==> src/rtl/linked_fifo_sched.sv <==
// Scheduler in front of a shared linked-list FIFO: accepts tagged writes, tracks
// per-queue occupancy and pops queues round-robin into a 2-entry output buffer.
module linked_fifo_sched #(
  parameter int WIDTH      = 8,
  parameter int DEPTH      = 32,
  parameter int FIFOS      = 8,
  parameter int LOG2_FIFOS = $clog2(FIFOS),
  parameter int LOG2_DEPTH = $clog2(DEPTH)
) (
  input  logic                  clk,
  input  logic                  rst,
  input  logic                  in_valid,
  input  logic [LOG2_FIFOS-1:0] in_fifo,
  input  logic [WIDTH-1:0]      in_data,
  output logic                  in_ready,
  output logic                  out_valid,
  output logic [LOG2_FIFOS-1:0] out_fifo,
  output logic [WIDTH-1:0]      out_data,
  input  logic                  out_ready,
  output logic                  lf_rst,
  output logic                  lf_push,
  output logic [LOG2_FIFOS-1:0] lf_push_fifo,
  output logic [WIDTH-1:0]      lf_d,
  output logic                  lf_pop,
  output logic [LOG2_FIFOS-1:0] lf_pop_fifo,
  input  logic [WIDTH-1:0]      lf_q,
  input  logic                  lf_full,
  output logic [FIFOS-1:0]      nonempty
);

  localparam int CW = LOG2_DEPTH + 1;
  localparam int IW = $clog2(DEPTH + 3);

  typedef enum logic {INIT, STEADY} state_t;

  state_t                state, state_next;
  logic [IW-1:0]         init_cnt;
  logic [CW-1:0]         count [FIFOS];
  logic [LOG2_FIFOS-1:0] rr_ptr, sel_fifo, rr_next;
  logic                  sel_found, room, drain, steady, wpos;
  logic [2:0]            occ;
  logic [1:0]            wtmp;
  int unsigned           idx;
  logic                  inflight;
  logic [LOG2_FIFOS-1:0] inflight_fifo;
  logic [WIDTH-1:0]      buf_data [2];
  logic [LOG2_FIFOS-1:0] buf_fifo [2];
  logic [1:0]            buf_cnt;

  assign lf_rst = ~rst;

  always_ff @(posedge clk) begin
    if (!rst) begin
      state    <= INIT;
      init_cnt <= '0;
    end else begin
      state <= state_next;
      if (state == INIT) init_cnt <= init_cnt + IW'(1);
    end
  end

  always_comb begin
    state_next = state;
    if (state == INIT && init_cnt == IW'(DEPTH + 1)) state_next = STEADY;
  end

  always_comb begin
    steady       = (state == STEADY);
    in_ready     = steady & ~lf_full;
    lf_push      = in_valid & in_ready;
    lf_push_fifo = in_fifo;
    lf_d         = in_data;
    out_valid    = (buf_cnt != 2'd0);
    out_data     = buf_data[0];
    out_fifo     = buf_fifo[0];
    drain        = out_valid & out_ready;
    // Buffered + in-flight words, less the one leaving this cycle, must stay below 2.
    occ          = {1'b0, buf_cnt} + {2'b00, inflight};
    room         = (occ < 3'd2) || (drain && occ == 3'd2);
    lf_pop       = steady & sel_found & room;
    lf_pop_fifo  = sel_fifo;
    wtmp         = buf_cnt - {1'b0, drain};
    wpos         = wtmp[0];
    for (int unsigned i = 0; i < FIFOS; i++) nonempty[i] = (count[i] != '0);
  end

  // Round-robin search over registered counts only, starting at rr_ptr.
  always_comb begin
    sel_found = 1'b0;
    sel_fifo  = '0;
    idx       = 0;
    for (int unsigned i = 0; i < FIFOS; i++) begin
      idx = (32'(rr_ptr) + i) % FIFOS;
      if (!sel_found && count[idx] != '0) begin
        sel_found = 1'b1;
        sel_fifo  = LOG2_FIFOS'(idx);
      end
    end
    rr_next = (sel_fifo == LOG2_FIFOS'(FIFOS - 1)) ? '0 : sel_fifo + LOG2_FIFOS'(1);
  end

  always_ff @(posedge clk) begin
    for (int unsigned i = 0; i < FIFOS; i++) begin
      if (!rst) count[i] <= '0;
      else count[i] <= count[i]
                     + CW'(lf_push && lf_push_fifo == LOG2_FIFOS'(i))
                     - CW'(lf_pop && lf_pop_fifo == LOG2_FIFOS'(i));
    end
  end

  // lf_q is valid the cycle after a pop; a same-cycle dequeue shifts the head first.
  always_ff @(posedge clk) begin
    if (!rst) begin
      inflight      <= 1'b0;
      inflight_fifo <= '0;
      rr_ptr        <= '0;
      buf_cnt       <= 2'd0;
      buf_data[0]   <= '0;
      buf_data[1]   <= '0;
      buf_fifo[0]   <= '0;
      buf_fifo[1]   <= '0;
    end else begin
      inflight      <= lf_pop;
      inflight_fifo <= sel_fifo;
      if (lf_pop) rr_ptr <= rr_next;
      if (drain) begin
        buf_data[0] <= buf_data[1];
        buf_fifo[0] <= buf_fifo[1];
      end
      if (inflight) begin
        buf_data[wpos] <= lf_q;
        buf_fifo[wpos] <= inflight_fifo;
      end
      buf_cnt <= buf_cnt + {1'b0, inflight} - {1'b0, drain};
    end
  end

endmodule

==> config.mk <==
export PLATFORM = sky130hd
export DESIGN_NAME = linked_fifo_sched
export DESIGN_NICKNAME = d
export VERILOG_FILES = /design/src/rtl/linked_fifo_sched.sv
export SDC_FILE = /design/constraint.sdc
export NUM_CORES = 1
export LEC_CHECK = 0
export ABC_AREA = 1
export BUFFER_PORTS_ARGS = -buffer_cell sky130_fd_sc_hd__buf_2
export CAP_MARGIN = 30
export CORE_ASPECT_RATIO = 0.75
export CORE_MARGIN = 8
export CORE_UTILIZATION = 30
export CTS_BUF_LIST = sky130_fd_sc_hd__clkbuf_8
export CTS_CLUSTER_SIZE = 40
export DETAILED_ROUTE_END_ITERATION = 10
export PLACE_DENSITY = 0.44
export SYNTH_ARGS = -nofsm -noshare
export SYNTH_HDL_FRONTEND = slang
export SYNTH_SLANG_ARGS = --single-unit
==> constraint.sdc <==
create_clock -name clk -period 4.02 [get_ports clk]
set_input_delay 0.804 -clock clk [delete_from_list [all_inputs] [get_ports clk]]
set_output_delay 0.804 -clock clk [all_outputs]
set_load 0.02 [all_outputs]
# Yosys cells after proc, flatten, opt, wreduce, memory -nomap -nowiden
# Memory sizes are Yosys's and may differ from the RTL's. A register that Yosys moved wholly into a read port is not among the register bits.
# Cells that the tools add are included.
# Widths: inputs -> output; s select.
[word_totals] regBits=16 ram_bits=70 input_bits=24 out_inout_bits=38 word_cells=170 n_memories=3
[memory_table] memory="count" words=8 width=6 read_ports=16 rd_clocked_by_memory_dff=1 wr=8 line_no="38" text="logic [CW-1:0] count [FIFOS];"
[memory_table] memory="buf_data" words=2 width=8 read_ports=2 rd_clocked_by_memory_dff=0 wr=2 line_no="46" text="logic [WIDTH-1:0] buf_data [2];"
[memory_table] memory="buf_fifo" words=2 width=3 read_ports=2 rd_clocked_by_memory_dff=0 wr=2 line_no="47" text="logic [LOG2_FIFOS-1:0] buf_fifo [2];"
[classes] addsub=29 magnitude_cmp=1 n_eq_ne=16 muxes=43 bitwise_logic=18 reduce_logical=54
[op_table] op="$reduce_bool 6->1" count=16
[op_table] op="$add 6x1->6" count=8
[op_table] op="$mux 6" count=8
[op_table] op="$sub 6x1->6" count=8
[op_table] op="$mux 3" count=13
[op_table] op="$logic_and 1x1->1" count=25
[op_table] op="$eq 3x3->1 const B" count=8
[op_table] op="$mux 1" count=20
[op_table] op="$mux 8" count=2
[op_table] op="$eq 3x2->1 const B" count=5
[op_table] op="$add 3x3->3 const B" count=4
[op_table] op="$or 1x1->1" count=10
[op_table] op="$reduce_or 8->1" count=1
[op_table] op="$logic_not 1->1" count=7
[op_table] op="$add 3x1->3 const B" count=2
[op_table] op="$add 3x2->3 const B" count=2
[op_table] op="$add 6x1->6 const B" count=1
[op_table] op="$eq 3x1->1 const B" count=2
[op_table] op="$eq 6x6->1 const B" count=1
[op_table] op="$logic_not 3->1" count=2
[op_table] op="$and 1x1->1" count=5
[op_table] op="$add 2x1->3" count=1
[op_table] op="$lt 3x2->1 const B" count=1
[op_table] op="$not 1->1" count=3
[op_table] op="other kinds (6)" count=6

# Longest topological paths before layout
# Gate-level depths: netlist of the first run.
[logic_depth] word_depth=28 ltp_mapped=36 depth_no_buf=33

# Worst setup path before layout of the first run
# Ideal clock, no wire load.
[synth_timing] path_type="reg2reg" start="register rr_ptr[1]" end="memory count[0][4] in the netlist's numbering" setup_ns=0.119 t_arrival_ns=4.505 required_ns=3.901 setup_slack_ns=-0.605 stages_incl_launch_ff=33 path_buffers=3 synth_period_minus_slack_ns=4.625 path_cell_list="dfxtp_1 inv_1 clkbuf_1 ha_1 buf_4 inv_2 buf_2 nand3_1 nand2_1 nor2_2 nand3_1 nand2_2 nand3_2 nor3_4 nand4_2 nand2_1 nor2_1 nor2_1 inv_1 ha_1 nand2_1 nor2_1 ha_1 inv_1 ha_1 inv_1 fa_1 nor2_1 nor2_1 nor2_1 nor2_1 o21ai_0 a21oi_1"
[synth_lines] element="start, declared" line_no="39" text="logic [LOG2_FIFOS-1:0] rr_ptr, sel_fifo, rr_next;"
[synth_lines] element="start signal, assigned" line_no="125" text="if (lf_pop) rr_ptr <= rr_next;"
[synth_lines] element="end, declared" line_no="38"

==> results_tabular.tex, run 1 <==
\begin{tabular}{lr}
\hline
Metric & Value \\
\hline
\multicolumn{2}{l}{\textbf{Status}} \\
Result of the run & complete, but fails checks \\
Violations in the final reports & setup timing \\
\multicolumn{2}{l}{\textbf{Finish}} \\
Number of nets at the end of the flow & 1352 \\
Area overhead of the layout relative to synthesis & 45.41\% \\
Combined flip-flop and latch cell area & 0.002008 mm2 \\
Finished Core Util & 43.91\% \\
Multi-input combinational cell area & 0.004811 mm2 \\
Fraction of layout instances using a drive strength above 1 & 34.11\% \\
Leading cell types in the layout, fill and taps excluded & nand2\_1, buf\_4, nor2\_1, inv\_1, nand3\_1 \\
Most common cell after layout, fill and taps aside & nand2\_1 \\
Filler instances & 2379 \\
Antenna Diode Count & 0 \\
\multicolumn{2}{l}{\textbf{STA}} \\
Final Hold Viols & 0 \\
Final period utilization & 106.0\% \\
Final slew viol count & 0 \\
Rel. slew slack & 58.09\% \\
Number of failing setup endpoints in the final timing report & 20 \\
Clock skew & 16.23 ps \\
Worst-margin pin slew & 628.6 ps \\
Worst setup slack after layout & -243.2 ps \\
Minimum clock period after layout & 4263 ps \\
Unrepaired setup endpoints after global routing & true \\
Maximum clock rate & 234.6 MHz \\
\multicolumn{2}{l}{\textbf{Die}} \\
Standard cell core area & 0.02270 mm2 \\
Die Y-Extent & 146.9 um \\
Effective utilization at floorplan & 30.20\% \\
Die width & 190.6 um \\
Number of I/O pins & 62 \\
Row count & 48 \\
Die area & 0.02799 mm2 \\
\multicolumn{2}{l}{\textbf{Synthesis}} \\
Number of instances in the synthesized netlist & 1020 \\
Library cell with the largest summed area after synthesis & dfxtp\_1 \\
Proportion of netlist area held by the largest area contributor & 19.57\% \\
Post-synth design cell area & 0.006855 mm2 \\
Top cells by area, synth & dfxtp\_1, ha\_1, nand2\_1, edfxtp\_1, nor2\_1 \\
Number of distinct library cells after synthesis & 35 \\
Seq/Total Area, Yosys & 29.20\% \\
\#FFs+latches synth & 89 \\
Syn nets & 1131 \\
Number of synthesis warnings & 0 \\
Synthesized area per cell & 6.721 um2 \\
\multicolumn{2}{l}{\textbf{Clocking}} \\
Clock latency reported for the late side of the worst-skew pair & 400 ps \\
Number of hold buffers added after cts & 0 \\
Number of buffers added by the clock tree synthesis step & 9 \\
Reg clk slew, reported paths & 110 ps \\
Total clock sinks & 89 \\
Deepest level of the CTS H-tree & 3 \\
Longest Clk Path Bufs & 2 \\
Clock root buffer & clkbuf\_8 \\
CTS tree & built \\
\multicolumn{2}{l}{\textbf{Drt}} \\
Post-route antenna net violation count & 0 \\
Met3 wire length & 1204 um \\
Wirelength per Cell & 14.46 um \\
Final wirelength & 22360 um \\
DR pass1 iterations & 4 \\
Vias/cell & 4.514 \\
Routed length on met2 & 9054 um \\
M1 WL & 11830 um \\
Highest metal layer used by the detailed router & met4 \\
Via count & 6978 \\
1st-iter DRT viols & 421 \\
Post-detailed-route DRC marker count & 0 \\
\multicolumn{2}{l}{\textbf{Setup path}} \\
Bufs and invs on worst path & 8 \\
CP Data Arrival Time & 4570 ps \\
Classification of the worst setup path & reg -> reg \\
R2R depth & 29 \\
Startpoint of the lowest-slack register-to-register path & rr\_ptr[0] \\
Worst setup startpoint & rr\_ptr[0] \\
Endpoint required time on the critical path & 4330 ps \\
Endpoint kind of the worst setup timing path & flip-flop \\
Worst flop-to-flop path endpoint & count[3][4] \\
Cell seen most often among critical-path stages & ha\_4 \\
CP delay by family, top & simple AND/OR/NAND/NOR gates \\
Highest fanout seen on the critical path & 8 \\
Worst-path cell with the longest stage delay & dfxtp\_4 \\
CP peak stage delay & 380 ps \\
Register-to-Register Setup Slack & -240 ps \\
Startpoint class of the critical path & flip-flop \\
Number of stages on the worst setup path & 29 \\
\multicolumn{2}{l}{\textbf{Place}} \\
Port buffer count & 45 \\
DP Wirelength & 16670 um \\
Routability congestion estimate from global placement & 0.8547 \\
\multicolumn{2}{l}{\textbf{GRT}} \\
Via count of the first global-routing pass & 6653 \\
Number of antenna violations at the first check in global routing & 0 \\
Total gr overflow & 0 \\
First-pass GRT wire length & 35280 um \\
Global-route total usage across every layer & 15.92\% \\
Maximum number of pins on one net before global-route repair & 54 \\
\multicolumn{2}{l}{\textbf{Hold path}} \\
Hold-critical path endpoint & buf\_cnt[1] \\
Hold Path Stages & 1 \\
Class of the tightest hold or removal check & reg -> reg \\
Hold Crit Start & buf\_cnt[1] \\
\multicolumn{2}{l}{\textbf{Power}} \\
Total Power Consumption & 1.781 mW \\
Power Internal & 1.280 mW \\
Register share of total power & 53.2\% \\
Static power due to leakage & 4.876 nW \\
Worst IR Drop VDD & 0.1263 mV \\
Share of total power consumed by net switching & 28.16\% \\
Net switching component of the power & 0.5015 mW \\
Combinational group share of total power & 7.1\% \\
Part of the power in the clock network & 39.7\% \\
Power density normalized to cell area & 178.7 mW/mm2 \\
\multicolumn{2}{l}{\textbf{Run}} \\
Number of violations of the max-capacitance limit & 0 \\
\hline
\end{tabular}
-- state kept, by name (all words and copies together) (netlist names), named ones only --
| name | count |
|---|---|
| buf_data | 16 |
| buf_cnt | 2 |
| inflight | 1 |
| init_cnt | 6 |
| count | 48 |
| inflight_fifo | 3 |
| state | 1 |
| rr_ptr | 3 |
| buf_fifo | 6 |
-- what timing repair did --
| action | 4_1_cts | 5_1_grt |
|---|---|---|
| buffers inserted | 37 | 15 |
| pin swaps | 65 | 81 |
| resized for setup | 87 | 117 |
| hold endpoints to repair | 0 | 0 |
| endpoints found under the setup margin | 27 | 45 |
| gates cloned | 1 | 1 |
-- per-layer routing --
layer  global-route usage [%]  vias up
met2                    22.18      127
li1                         -     3689
met5                        0        -
met3                    3.932       21
met4                    3.715        0
met1                    23.87     3141
-- how the worst max path moves through the flow --
stage / end
after global routing: count[4][4]
final: count[3][4]
after detailed placement: count[7][4]
after global placement: count[7][5]
after floorplan: count[3][4]
after CTS: count[3][4]
-- worst reg2reg max path, delay by kind of cell, from the launching register on --
kind | cells | cell delay [ps]
buffers and inverters | 8 | 640
DFF | 1 | 380
and+or+nand+nor | 15 | 1810
adders and majority gates | 5 | 1310
AOI/OAI and AO/OA | 1 | 50
-- cell type report --
| cell class | instances | share of cell area [%] |
|---|---|---|
| sequential | 89 | 20.15 |
| timing repair buffer | 248 | 19.25 |
| inverter | 162 | 6.427 |
| timing repair inverter | 1 | 0.06276 |
| clock buffer | 9 | 1.243 |
| clock inverter | 7 | 0.8410 |
| tap | 300 | 3.766 |
| multi-input combinational | 730 | 48.26 |
-- metrics by stage --
stage	area (um2)	std cells	setup slack [ps]	TNS [ps]	hold WS (ps)
detailed placement	8603	1486	-392.1	-4006	472.1
finish	9968	1546	-243.2	-3073	497.8
CTS	9434	1537	-229.0	-1886	498.6
global placement	8603	1486	-350.9	-3657	474.0
global route	9968	1546	-494.1	-10650	533.4
floorplan	7020	1020	-162.6	-1616	447.3
-- power groups by stage --
| stage | sequential (mW) | clock [mW] | combinational, mW |
|---|---|---|---|
| after CTS | 0.948 | 0.743 | 0.128 |
| after global routing | 0.951 | 0.774 | 0.142 |
| after floorplan | 0.985 | 0 | 0.0750 |
| after global placement | 0.969 | 0 | 0.127 |
| after detailed placement | 0.969 | 0 | 0.127 |
| final | 0.947 | 0.707 | 0.127 |
-- logic make-up after synthesis --
group                    Yosys count  share of synthesized area (%)
adder cells (fa/ha/maj)           87                          16.75
AO/OA/AOI/OAI                    134                          10.44
flip-flops                        89                          29.20
XOR/XNOR                           4                         0.5111
AND/OR/NAND/NOR                  505                          30.81
buffers and inverters            201                          12.28
-- synth_stat cells --
master / n
nor2_2: 4
inv_2: 7
xnor2_1: 1
o21ai_0: 61
a31oi_1: 5
xor2_1: 3
nand2_1: 210
o21ai_1: 12
clkbuf_1: 13
buf_6: 4
edfxtp_1: 22
or2_4: 1
inv_1: 154
a21oi_2: 4
clkinv_1: 1
buf_2: 10
nand4_1: 14
nand2_2: 2
dfxtp_1: 67
nand4_2: 1
nor3_4: 1
a21oi_1: 43
nor3_1: 4
nor2_1: 174
o211ai_1: 8
fa_1: 8
nand3_2: 1
ha_1: 79
o21ai_2: 1
nand3_1: 89
nand2_4: 1
nor3b_1: 1
and2_1: 1
nand3b_1: 1
buf_4: 12
Power figures use the tool's default switching activity.
==> run 2, diff against run 1 <==
CELL_PAD_IN_SITES_DETAIL_PLACEMENT = 0   (was not set)
CELL_PAD_IN_SITES_GLOBAL_PLACEMENT = 2   (was not set)
PLACE_DENSITY = 0.69   (was 0.44)
clock period = 4.3 ns   (was 4.02 ns; I/O delays follow)
==> run 2 against run 1 <==
The flow still finishes with violations (setup timing). Sequential share of layout area is 2.2 points higher. Register-to-register slack better by 240 ps. Clock power is 14% lower. Total power is 9.5% lower. Flip-flop and latch count stayed put.
==> results_tabular.tex, run 2 (synthesis results as in run 1) <==
\begin{tabular}{lr}
\hline
Metric & Value \\
\hline
\multicolumn{2}{l}{\textbf{Setup path}} \\
CP Data Arrival Time & 4630 ps (+60 ps) \\
Classification of the worst setup path & reg -> reg \\
Startpoint of the lowest-slack register-to-register path & rr\_ptr[1] \\
Startpoint class of the critical path & flip-flop \\
Worst-path cell with the longest stage delay & fa\_2 \\
Register-to-Register Setup Slack & -3 ps (+240 ps) \\
CP peak stage delay & 370 ps (about the same) \\
Endpoint required time on the critical path & 4630 ps (+300 ps) \\
R2R depth & 31 (+6.9\%) \\
Highest fanout seen on the critical path & 7 (-1) \\
Worst flop-to-flop path endpoint & count[1][4] \\
Cell seen most often among critical-path stages & nor2\_2 \\
Endpoint kind of the worst setup timing path & flip-flop \\
\multicolumn{2}{l}{\textbf{Die}} \\
Die area & 0.02799 mm2 (unchanged) \\
Effective utilization at floorplan & 30.20\% (unchanged) \\
Die Y-Extent & 146.9 um (unchanged) \\
Number of I/O pins & 62 (unchanged) \\
Die width & 190.6 um (unchanged) \\
Standard cell core area & 0.02270 mm2 (unchanged) \\
Row count & 48 (unchanged) \\
\multicolumn{2}{l}{\textbf{STA}} \\
Clock skew & 16.14 ps (-0.08670 ps) \\
Final slew viol count & 0 (unchanged) \\
Worst setup slack after layout & -2.535 ps (+240.7 ps) \\
Maximum clock rate & 232.4 MHz (-0.91\%) \\
Minimum clock period after layout & 4303 ps (+39.33 ps) \\
Rel. slew slack & 56.99\% (-1.1 points) \\
Number of failing setup endpoints in the final timing report & 1 (-95\%) \\
Worst hold-check slack & 498.0 ps (+0.1420 ps) \\
Final Hold Viols & 0 (unchanged) \\
Unrepaired setup endpoints after global routing & true \\
Setup Total Neg Slack & -2.535 ps (+3070 ps) \\
Worst-margin pin slew & 645.1 ps (+16.46 ps) \\
Final period utilization & 100.1\% (-6.0 points) \\
\multicolumn{2}{l}{\textbf{Finish}} \\
Flip-flop count of the largest register after layout & 48 (unchanged) \\
Largest regs & count x48, buf\_data x16 \\
Combined flip-flop and latch cell area & 0.002006 mm2 (-0.12\%) \\
Antenna Diode Count & 0 (unchanged) \\
Filler instances & 2479 (+4.2\%) \\
Leading cell types in the layout, fill and taps excluded & nand2\_1, nor2\_1, inv\_1, buf\_4, nand3\_1 \\
Number of nets at the end of the flow & 1261 (-6.7\%) \\
Multi-input combinational cell area & 0.004591 mm2 (-4.6\%) \\
Area overhead of the layout relative to synthesis & 30.64\% \\
Most common cell after layout, fill and taps aside & nand2\_1 \\
Largest register by flop count & count \\
Number of non-filler instances in the completed layout & 1455 (-5.9\%) \\
Fraction of layout instances using a drive strength above 1 & 26.49\% (-7.6 points) \\
\multicolumn{2}{l}{\textbf{Drt}} \\
1st-iter DRT viols & 380 (-9.7\%) \\
Vias/cell & 4.567 (+1.2\%) \\
Post-detailed-route DRC marker count & 0 (unchanged) \\
Post-route antenna net violation count & 0 (unchanged) \\
DR pass1 iterations & 5 (+1) \\
Wirelength per Cell & 14.82 um (+2.5\%) \\
Via count & 6645 (-4.8\%) \\
Final wirelength & 21570 um (-3.6\%) \\
\multicolumn{2}{l}{\textbf{GRT}} \\
Number of antenna violations at the first check in global routing & 0 (unchanged) \\
First-pass GRT wire length & 33960 um (-3.7\%) \\
Global-route total usage across every layer & 15.25\% (-0.67 points) \\
Total gr overflow & 0 (unchanged) \\
Maximum number of pins on one net before global-route repair & 57 (+5.6\%) \\
Via count of the first global-routing pass & 6288 (-5.5\%) \\
\multicolumn{2}{l}{\textbf{Clocking}} \\
Clock root buffer & clkbuf\_8 \\
CTS tree & built \\
Deepest level of the CTS H-tree & 3 (unchanged) \\
Number of buffers added by the clock tree synthesis step & 9 (unchanged) \\
Clock latency reported for the late side of the worst-skew pair & 390 ps (about the same) \\
Longest Clk Path Bufs & 2 (unchanged) \\
Total clock sinks & 89 (unchanged) \\
Reg clk slew, reported paths & 110 ps (about the same) \\
Number of hold buffers added after cts & 0 (unchanged) \\
\multicolumn{2}{l}{\textbf{Place}} \\
Cells after DPL & 1416 (-4.7\%) \\
Worst slack, placed & -212.4 ps (+179.6 ps) \\
DP Wirelength & 16440 um (-1.4\%) \\
Port buffer count & 45 (unchanged) \\
Routability congestion estimate from global placement & 0.8015 (-6.2\%) \\
\multicolumn{2}{l}{\textbf{Power}} \\
Power density normalized to cell area & 180.0 mW/mm2 (+0.72\%) \\
Static power due to leakage & 4.395 nW (-9.9\%) \\
Worst IR Drop VDD & 0.1219 mV (-3.5\%) \\
Total Power Consumption & 1.612 mW (-9.5\%) \\
\multicolumn{2}{l}{\textbf{Status}} \\
Violations in the final reports & setup timing \\
Result of the run & complete, but fails checks \\
\multicolumn{2}{l}{\textbf{Run}} \\
Number of violations of the max-capacitance limit & 0 (unchanged) \\
\multicolumn{2}{l}{\textbf{Hold path}} \\
Hold Crit Start & buf\_cnt[1] \\
Hold-critical path endpoint & buf\_cnt[1] \\
Hold Path Stages & 1 (unchanged) \\
Class of the tightest hold or removal check & reg -> reg \\
\hline
\end{tabular}
## run 2: changes by cell type in the layout (fill, tap and decap cells not counted), sizes merged
| cell | delta |
|---|---|
| buf | -90 |
| clkinv | +3 |
| inv | -3 |
| bufinv | -1 |
## run 2: through the flow
step / utilization, % / cell area (um2)
global route: 39.45 / 8956
floorplan: - / 6899
global placement: 35.12 / 7973
CTS: 36.51 / 8289
finish: 39.45 / 8956
detailed placement: 35.12 / 7973
## run 2: metal layers
metal	vias up	part of all wire [%]	global-route usage (%)
met5	-	0	0
met4	0	1.2	3.444
met3	19	4.1	2.582
met1	3001	52	22.66
met2	117	42	22.43
li1	3508	-	-
## run 2: area by class of cell
type | count | area share [%]
clock buffers | 9 | 1.383
well taps | 300 | 4.191
inverters | 162 | 6.845
repair buffers | 158 | 13.12
flip-flops and latches | 89 | 22.39
multi-input cells | 730 | 51.26
clock inverters | 7 | 0.8103
## run 2: what timing repair did
| action | CTS | global route |
|---|---|---|
| endpoints found under the setup margin | 18 | 36 |
| gates resized for setup | 23 | 134 |
| buffers inserted | 4 | 20 |
| gates cloned | 0 | 1 |
| pin swaps | 11 | 83 |
## run 2: critical path: cells and delay by family, from the launching register on
kind	cells	cell delay, ps
AO/OA/AOI/OAI	3	300
adder cells (fa/ha/maj)	5	1280
buffers and inverters	7	470
flip-flops	1	360
AND/OR/NAND/NOR	16	1800
## run 2: worst max path at each step
stage	slack [ps]	depth (start not counted)	end	from
2_1_floorplan	2	32	count[0][4]	rr_ptr[1]
3_3_place_gp	-130	30	count[7][5]	rr_ptr[0]
3_5_place_dp	-210	31	count[3][5]	rr_ptr[1]
4_1_cts	-20	31	count[4][4]	rr_ptr[1]
5_1_grt	-300	31	count[7][5]	rr_ptr[1]
6_report	-3	31	count[1][4]	rr_ptr[1]
## run 2: report_power, final
part | switching [mW] | internal [mW] | leakage [nW]
Sequential | 0.00772 | 0.879 | 0.770
Clock | 0.382 | 0.228 | 0.0966
Combinational | 0.0805 | 0.0355 | 3.53
Total | 0.470 | 1.14 | 4.39
==> run 3, diff against run 2 <==
CORE_UTILIZATION = 35   (was 30)
PLACE_DENSITY = 0.79   (was 0.69)
==> run 3 against run 2 <==
The run still ends with setup timing left. Global-route usage up 2.1 points. Clock skew rose by 5.7 ps. Setup slack got worse by 150 ps. Wire length decreased by 0.49%. Final cell count decreased by 3.3%. Register-to-register slack worse by 150 ps. Via count up 0.54%. Flip-flop and latch count stayed put. Design area shrank 0.96%. Sequential share of layout area rose by 0.25 points.
==> results_tabular.tex, run 3 (synthesis results as in run 1) <==
\begin{tabular}{lr}
\hline
Metric & Value \\
\hline
\multicolumn{2}{l}{\textbf{Status}} \\
Result of the run & complete, but fails checks \\
Violations in the final reports & setup timing \\
\multicolumn{2}{l}{\textbf{Drt}} \\
Final wirelength & 21460 um (-0.49\%) \\
Post-route antenna net violation count & 0 (unchanged) \\
Via count & 6681 (+0.54\%) \\
DR pass1 iterations & 4 (-1) \\
Vias/cell & 4.748 (+4.0\%) \\
1st-iter DRT viols & 330 (-13\%) \\
Wirelength per Cell & 15.25 um (+2.9\%) \\
Post-detailed-route DRC marker count & 0 (unchanged) \\
\multicolumn{2}{l}{\textbf{Clocking}} \\
Number of buffers added by the clock tree synthesis step & 9 (unchanged) \\
Longest Clk Path Bufs & 2 (unchanged) \\
Total clock sinks & 89 (unchanged) \\
Clock latency reported for the late side of the worst-skew pair & 400 ps (about the same) \\
CTS tree & built \\
Reg clk slew, reported paths & 110 ps (about the same) \\
Deepest level of the CTS H-tree & 3 (unchanged) \\
Clock root buffer & clkbuf\_8 \\
\multicolumn{2}{l}{\textbf{Hold path}} \\
Class of the tightest hold or removal check & reg -> reg \\
\multicolumn{2}{l}{\textbf{STA}} \\
Clock skew & 21.86 ps (+5.718 ps) \\
Minimum clock period after layout & 4448 ps (+145.9 ps) \\
Number of failing setup endpoints in the final timing report & 10 (+9) \\
Unrepaired setup endpoints after global routing & true \\
Rel. slew slack & 56.27\% (-0.72 points) \\
Worst setup slack after layout & -148.4 ps (-145.9 ps) \\
Final Hold Viols & 0 (unchanged) \\
Final slew viol count & 0 (unchanged) \\
Final period utilization & 103.5\% (+3.4 points) \\
Worst-margin pin slew & 655.2 ps (+10.13 ps) \\
Maximum clock rate & 224.8 MHz (-3.3\%) \\
\multicolumn{2}{l}{\textbf{Run}} \\
Number of violations of the max-capacitance limit & 0 (unchanged) \\
\multicolumn{2}{l}{\textbf{Power}} \\
Power density normalized to cell area & 182.0 mW/mm2 (+1.1\%) \\
Total Power Consumption & 1.614 mW (+0.13\%) \\
Static power due to leakage & 4.372 nW (-0.53\%) \\
Worst IR Drop VDD & 0.1422 mV (+17\%) \\
\multicolumn{2}{l}{\textbf{Finish}} \\
Multi-input combinational cell area & 0.004556 mm2 (-0.76\%) \\
Flip-flop count of the largest register after layout & 48 (unchanged) \\
Number of non-filler instances in the completed layout & 1407 (-3.3\%) \\
Largest regs & count x48, buf\_data x16 \\
Antenna Diode Count & 0 (unchanged) \\
Number of nets at the end of the flow & 1260 (-0.079\%) \\
Largest register by flop count & count \\
Leading cell types in the layout, fill and taps excluded & nand2\_1, nor2\_1, inv\_1, buf\_4, nand3\_1 \\
Filler instances & 2023 (-18\%) \\
Most common cell after layout, fill and taps aside & nand2\_1 \\
Fraction of layout instances using a drive strength above 1 & 25.48\% (-1.0 points) \\
Combined flip-flop and latch cell area & 0.002008 mm2 (+0.13\%) \\
Area overhead of the layout relative to synthesis & 29.38\% \\
\multicolumn{2}{l}{\textbf{GRT}} \\
Total gr overflow & 0 (unchanged) \\
Number of antenna violations at the first check in global routing & 0 (unchanged) \\
Maximum number of pins on one net before global-route repair & 57 (unchanged) \\
Via count of the first global-routing pass & 6269 (-0.30\%) \\
First-pass GRT wire length & 33280 um (-2.0\%) \\
Global-route total usage across every layer & 17.34\% (+2.1 points) \\
\multicolumn{2}{l}{\textbf{Die}} \\
Die width & 177.6 um (-6.8\%) \\
Die area & 0.02437 mm2 (-13\%) \\
Number of I/O pins & 62 (unchanged) \\
Die Y-Extent & 137.2 um (-6.6\%) \\
Standard cell core area & 0.01927 mm2 (-15\%) \\
Row count & 44 (-8.3\%) \\
Effective utilization at floorplan & 35.58\% (+5.4 points) \\
\multicolumn{2}{l}{\textbf{Setup path}} \\
Endpoint required time on the critical path & 4630 ps (about the same) \\
Startpoint class of the critical path & flip-flop \\
CP Data Arrival Time & 4780 ps (+150 ps) \\
Worst-path cell with the longest stage delay & dfxtp\_4 \\
Highest fanout seen on the critical path & 6 (-1) \\
Cell seen most often among critical-path stages & buf\_4 \\
Endpoint kind of the worst setup timing path & flip-flop \\
Classification of the worst setup path & reg -> reg \\
CP peak stage delay & 410 ps (+40 ps) \\
\multicolumn{2}{l}{\textbf{Place}} \\
Port buffer count & 45 (unchanged) \\
Routability congestion estimate from global placement & 0.8353 (+4.2\%) \\
Cells after DPL & 1361 (-3.9\%) \\
DP Wirelength & 15800 um (-3.9\%) \\
\hline
\end{tabular}
-- run 3: cell types whose count changed in the layout (fill, tap and decap cells not counted), sizes merged --
cell / delta
buf: -3
clkbuf: +1
inv: +1
-- run 3: worst paths after layout --
path / start / endpoint / slack, ps / depth (start not counted)
max: rr_ptr[0] / count[7][4] / -150 / 31
min: init_cnt[4] / init_cnt[4] / 510 / 2
max reg2reg: rr_ptr[0] / count[7][4] / -150 / 31
min reg2reg: init_cnt[4] / init_cnt[4] / 510 / 2
-- run 3: repair_timing --
action | 4_1_cts | 5_1_grt
hold buffers | 0 | 0
pin swaps | 30 | 59
setup endpoints to repair | 29 | 38
gates resized for setup | 62 | 89
gates cloned | 1 | 2
setup buffers | 19 | 11
-- run 3: through the flow --
step           setup WS (ps)  utilization, %  instance area, um2  TNS [ps]  hold slack, ps
2_1_floorplan          2.319               -                6899         0           447.3
3_3_place_gp          -221.6           40.50                7804     -2476           470.4
5_1_grt               -393.6           46.03                8870     -6094           521.8
4_1_cts               -72.85           43.62                8406    -275.7           508.9
6_report              -148.4           46.03                8870    -469.8           514.4
3_5_place_dp          -370.1           40.50                7804     -4596           484.2
-- run 3: area by class of cell --
class,instances,share of cell area (%)
clock buffers,9,1.397
clock inverters,7,0.8182
inverters,162,7.025
multi-input cells,730,51.36
flip-flops and latches,89,22.64
well taps,253,3.569
repair buffers,156,13.12
repair inverters,1,0.07053
-- run 3: critical path, delay by kind of cell (launching register included) --
family,cells,cell delay [ps]
simple gates,13,1200
flops,1,410
fa+ha+maj,6,1570
buf+inv,10,960
compound gates,2,220
-- run 3: power by group --
part	internal [mW]	leakage (nW)	total, mW	switching, mW
clock network	0.228	0.0966	0.612	0.385
logic	0.0352	3.50	0.115	0.0802
registers	0.878	0.771	0.886	0.00808
-- run 3: routing by layer --
metal	track usage, %	part of all wire, %	vias to the layer above
li1	-	-	3505
met1	25.74	53	3030
met2	25.97	41	121
met3	2.657	4.5	25
met4	3.557	1.3	0
met5	0	0	-
